### src/rtl/s1_serial_tx.sv
// Serial transmitter for the RB1->RB2 link: loads RB1, bit-transposes it into
// NPKT packets and shifts each out as {address, data} frames on sen/sd.
module s1_serial_tx #(
    parameter int NWORDS = 18,
    parameter int NPKT   = 8,
    parameter int ABITS  = 3,
    parameter int GAP    = 0
) (
    input  logic                      clk,
    input  logic                      rst,
    output logic                      RB1_RW,
    output logic [$clog2(NWORDS)-1:0] RB1_A,
    output logic [NPKT-1:0]           RB1_D,
    input  logic [NPKT-1:0]           RB1_Q,
    output logic                      sen,
    output logic                      sd,
    output logic                      S1_done
);
    localparam int FBITS = ABITS + NWORDS;
    localparam int BW    = $clog2(FBITS);
    localparam int LW    = $clog2(NWORDS + 1);
    localparam int AW    = $clog2(NWORDS);
    localparam int GW    = (GAP > 1) ? $clog2(GAP) : 1;

    localparam logic [1:0] S_LOAD = 2'd0;
    localparam logic [1:0] S_SEND = 2'd1;
    localparam logic [1:0] S_GAP  = 2'd2;
    localparam logic [1:0] S_DONE = 2'd3;

    logic [1:0]       r_state;
    logic [LW-1:0]    r_lcnt;
    logic [BW-1:0]    r_bit;
    logic [ABITS-1:0] r_pkt;
    logic [GW-1:0]    r_gcnt;
    logic [NPKT-1:0]  r_buf [NWORDS];

    logic [ABITS-1:0] w_nk;
    logic [BW-1:0]    w_ni;
    logic [FBITS-1:0] w_frame;
    logic             w_sd_nxt;

    assign RB1_RW = 1'b1;
    assign RB1_D  = '0;

    // Coordinates (packet, frame bit) of the bit that goes on sd next cycle.
    always_comb begin
        w_nk = r_pkt;
        w_ni = r_bit - 1'b1;
        if (r_state == S_LOAD) begin
            w_nk = '0;
            w_ni = BW'(FBITS - 1);
        end else if (r_state == S_GAP || r_bit == '0) begin
            w_nk = r_pkt + 1'b1;
            w_ni = BW'(FBITS - 1);
        end
    end

    assign w_frame[FBITS-1 -: ABITS] = w_nk;
    for (genvar b = 0; b < NWORDS; b++) begin : g_xpose
        assign w_frame[b] = r_buf[b][w_nk];
    end
    assign w_sd_nxt = w_frame[w_ni];

    // Buffer is deliberately not reset; every run reloads it before use.
    always_ff @(posedge clk) begin
        if (r_state == S_LOAD && r_lcnt != '0)
            r_buf[r_lcnt - 1'b1] <= RB1_Q;
    end

    always_ff @(posedge clk or negedge rst) begin
        if (!rst) begin
            r_state <= S_LOAD;
            r_lcnt  <= '0;
            r_bit   <= '0;
            r_pkt   <= '0;
            r_gcnt  <= '0;
            RB1_A   <= '0;
            sen     <= 1'b0;
            sd      <= 1'b0;
            S1_done <= 1'b0;
        end else begin
            case (r_state)
                S_LOAD: begin
                    if (r_lcnt < LW'(NWORDS - 1))
                        RB1_A <= AW'(r_lcnt + 1'b1);
                    if (r_lcnt == LW'(NWORDS)) begin
                        r_state <= S_SEND;
                        r_pkt   <= '0;
                        r_bit   <= BW'(FBITS - 1);
                        sen     <= 1'b1;
                        sd      <= w_sd_nxt;
                    end else begin
                        r_lcnt <= r_lcnt + 1'b1;
                    end
                end
                S_SEND: begin
                    if (r_bit == '0) begin
                        if (r_pkt == ABITS'(NPKT - 1)) begin
                            r_state <= S_DONE;
                            sen     <= 1'b0;
                            sd      <= 1'b0;
                            S1_done <= 1'b1;
                        end else if (GAP > 0) begin
                            r_state <= S_GAP;
                            r_gcnt  <= '0;
                            sen     <= 1'b0;
                            sd      <= 1'b0;
                        end else begin
                            r_pkt <= r_pkt + 1'b1;
                            r_bit <= BW'(FBITS - 1);
                            sd    <= w_sd_nxt;
                        end
                    end else begin
                        r_bit <= r_bit - 1'b1;
                        sd    <= w_sd_nxt;
                    end
                end
                S_GAP: begin
                    if (r_gcnt == GW'(GAP - 1)) begin
                        r_state <= S_SEND;
                        r_pkt   <= r_pkt + 1'b1;
                        r_bit   <= BW'(FBITS - 1);
                        sen     <= 1'b1;
                        sd      <= w_sd_nxt;
                    end else begin
                        r_gcnt <= r_gcnt + 1'b1;
                    end
                end
                S_DONE: ;
                default: r_state <= S_LOAD;
            endcase
        end
    end
endmodule

### config.mk
export PLATFORM = sky130hd
export DESIGN_NAME = s1_serial_tx
export DESIGN_NICKNAME = d
export VERILOG_FILES = /design/src/rtl/s1_serial_tx.sv
export SDC_FILE = /design/constraint.sdc
export NUM_CORES = 1
export LEC_CHECK = 0
export BUFFER_PORTS_ARGS = -buffer_cell sky130_fd_sc_hd__clkbuf_2
export CORE_ASPECT_RATIO = 1.4
export CORE_UTILIZATION = 35
export DETAILED_ROUTE_END_ITERATION = 8
export GPL_ROUTABILITY_DRIVEN = 1
export HOLD_SLACK_MARGIN = 0.02
export PLACE_DENSITY = 0.59
export SLEW_MARGIN = 20
export SYNTH_ARGS = -nofsm -noshare
export SYNTH_HDL_FRONTEND = slang
export SYNTH_SLANG_ARGS = --single-unit
### constraint.sdc
create_clock -name clk -period 6.99 [get_ports clk]
set_input_delay 2.097 -clock clk [delete_from_list [all_inputs] [get_ports clk]]
set_output_delay 2.097 -clock clk [all_outputs]
set_load 0.05 [all_outputs]
==> impl_metrics.csv <==
group,metric,value,unit
status,outcome,"completed",
setup_path,critical_path.startpoint_type,"flip-flop",
sta,period_needed,4.14,ns
cts,htree_levels,4,
cells_and_area,multi_input_area,2500,µm²
synth,yosys_warnings,0,
place,pre_cts_ws,2.86,ns
power,clkPwrFrac,0.441,
sta,fin_skew,0.00776,ns
sta,fmax,241,MHz
sta,hold_violations,0,
synth,synth-edff-count,144,
synth,synth-async-reset-ratio,0.143,
cells_and_area,syn_to_final_growth,10.9,%
cells_and_area,final_cell_mix,"edfxtp_1, nand2_1, nor2_1",
synth,ys_seq_elements,168,
detailed_routing,antenna_left,0,
setup_path,critical_path_class,"flip-flop to flip-flop",
grt,grt_antenna_before_repair,0,
floorplan,initial_utilization,0.359,
run,maxCapViolations,0,
grt,overflow,0,
synth,synth_cells,586,
sta,max_slew.worst_pin.slew,1.06,ns
power,leakagePower,2.95,nW
power,combPwrFrac,0.016,
power,seqPwrFrac,0.543,
synth,synth_ff_type,"edfxtp_1",
place,port_buffers,17,
setup_path,arrival,4.45,ns
cells_and_area,seq_area,4920,µm²
grt,grt_pass1_vias,4926,
detailed_routing,vias,4965,
cells_and_area,fill_cells,1998,
cts,cts_tree,"done",
cells_and_area,layout-drive-gt1-share,0.116,
cts,cts_hold_buf,0,
detailed_routing,wl_met2,9600,µm
synth,synth_cell_types,70,
floorplan,die_w,127,µm
detailed_routing,wirelength,18500,µm
hold_path,min_path_type,"flip-flop to flip-flop",
cts,post_cts_resized,0,
floorplan,die_height,177,µm
cts,clockBufferDepth,2,
cells_and_area,fin_area,8500,µm²
cells_and_area,num_antenna_cells,0,
floorplan,core,21400,µm²
power,power.switching,423,µW
floorplan,std_cell_rows,63,
grt,grt_start_max_net_pins,39,
floorplan,io_pins,27,
detailed_routing,dr_wl_met3,1100,µm
setup_path,crit_required,7.30,ns
cts,root_buffer,"clkbuf_16",
synth,syn-cell-area,7670,µm²
floorplan,fp.dieArea,22500,µm²
power,powerDensity,236,nW/µm²
cts,clock_sinks,168,
setup_path,crit_path_max_fanout,38,
grt,grt_first_pass_wirelength,28400,µm
detailed_routing,wl_per_cell,20.5,µm
detailed_routing,drc,0,
sta,rsz0062_at_grt,"no",
cells_and_area,final_common_cell,"edfxtp_1",
synth,synth.yosys.seq_area_share,0.642,
detailed_routing,drtIter0Drc,441,
place,detailed_place_hpwl,12200,µm
cts,cts_setup_buffers,0,
detailed_routing,first_pass_iters,5,
synth,syn_area_per_cell,13.1,µm²
setup_path,end_kind,"flip-flop",
power,sw_frac_of_total,0.211,
power,ir_drop,0.000156,V
place,place_area,7940,µm²
cells_and_area,final_net_count,620,
power,internal-power,1.58,mW
cts,clk_pin_slew,0.06,ns
sta,whs,0.476,ns
cts,clk_latency,0.43,ns
sta,slew_headroom,0.291,
sta,fin_crit_sh,0.593,
cts,numCtsBuffers,17,
grt,track_usage,0.171,
sta,setup-tns-final,0,ns
sta,drv_slew,0,
detailed_routing,routed.top_layer,"met4",
sta,setup_violations,0,
detailed_routing,post_drt_via_cell_ratio,5.50,
place,gp_congestion,0.874,
detailed_routing,wl_met1,7100,µm
sta,fin_ws,2.85,ns
cells by family after synthesis:
logic type | Yosys count | share of synthesized area
XOR/XNOR | 8 | 0.00914
other | 2 | 0.000979
buffers and inverters | 47 | 0.0359
flip-flops | 168 | 0.642
AO/OA/AOI/OAI | 126 | 0.117
AND/OR/NAND/NOR | 180 | 0.112
adder cells (fa/ha/maj) | 13 | 0.0212
multiplexers | 42 | 0.0617
per-layer routing:
metal / GRT usage / up-vias
li1: - / 2239
met4: 0.0878 / 0
met1: 0.202 / 2475
met5: 0 / -
met2: 0.300 / 202
met3: 0.0281 / 49
stage by stage:
step / total power, mW / utilization / std cells
finish: 2.00 / 0.398 / 902
global placement: 1.14 / 0.372 / 870
detailed placement: 1.14 / 0.372 / 870
global route: 2.05 / 0.398 / 902
floorplan: 1.12 / - / 593
CTS: 2.02 / 0.398 / 902
registers in the layout, indices dropped and copies added, names as in the netlist:
register,count
RB1_A,5
sen,1
r_bit,5
r_pkt,3
S1_done,1
r_buf,144
sd,1
r_state,2
r_lcnt,5
r_gcnt,1
power by group through the flow:
stage	Sequential, mW	Clock [mW]	Combinational, mW
finish	1.09	0.884	0.0328
global route	1.09	0.931	0.0354
CTS	1.09	0.894	0.0337
detailed placement	1.11	0	0.0338
global placement	1.11	0	0.0331
floorplan	1.11	0	0.0144
critical path, cell delays in order, from the launching register on:
cell and delay [ns]:
dfrtp_1 0.40, inv_1 0.13, ha_1 0.23, nor4b_4 0.19
o21ai_1 0.67, and3_2 1.01, mux4_2 0.59, nor3b_1 0.16
o31ai_2 0.27, a31oi_1 0.13, a41oi_1 0.16, o21ai_1 0.09
path summary, 6_finish.rpt:
kind	slack [ns]	depth (start not counted)	endpoint	start
hold / removal	0.48	2	r_gcnt	r_gcnt
setup / recovery	2.85	11	sd	r_bit[0]
setup reg to reg	2.85	11	sd	r_bit[0]
max in group asynchronous	4.90	1	r_bit[1]	rst
min in group asynchronous	1.67	1	RB1_A[0]	rst
hold reg to reg	0.48	2	r_gcnt	r_gcnt
synthesized netlist by cell type, types with 2 or more instances:
master | number | area, µm²
edfxtp_1 | 144 | 4320
nand2_1 | 72 | 270
nor2_1 | 42 | 158
mux2i_1 | 36 | 360
a21oi_1 | 24 | 120
dfrtp_1 | 24 | 601
o21ai_0 | 22 | 110
buf_4 | 13 | 97.6
ha_1 | 13 | 163
and3_1 | 12 | 75.1
clkbuf_1 | 11 | 41.3
inv_1 | 11 | 41.3
nand3_1 | 10 | 50.1
a31oi_1 | 9 | 56.3
a211oi_1 | 8 | 60.1
o22ai_1 | 8 | 50.1
o211ai_1 | 7 | 52.6
xnor2_1 | 7 | 61.3
buf_6 | 6 | 67.6
nand2b_1 | 6 | 37.5
nor3_1 | 6 | 30.0
a2111oi_0 | 5 | 43.8
nor3b_1 | 5 | 37.5
nor4_1 | 5 | 31.3
o221ai_1 | 5 | 43.8
a221oi_1 | 4 | 35.0
buf_2 | 4 | 20.0
mux4_2 | 4 | 90.1
nor2b_1 | 4 | 25.0
or3_1 | 4 | 25.0
a31o_2 | 3 | 26.3
a41oi_1 | 3 | 26.3
and2_1 | 3 | 18.8
o32ai_1 | 3 | 26.3
a22oi_1 | 2 | 15.0
conb_1 | 2 | 7.51
mux2_2 | 2 | 22.5
nand4_1 | 2 | 12.5
o21a_1 | 2 | 15.0
o21ai_1 | 2 | 10.0
o22a_1 | 2 | 17.5
cell type report:
type	count	share of cell area
flip-flops and latches	168	0.579
multi-input cells	378	0.295
clock buffers	18	0.0505
well taps	292	0.0430
clock inverters	14	0.0144
repair buffers	20	0.0127
inverters	12	0.00530
(Power assumes the default switching activity.)
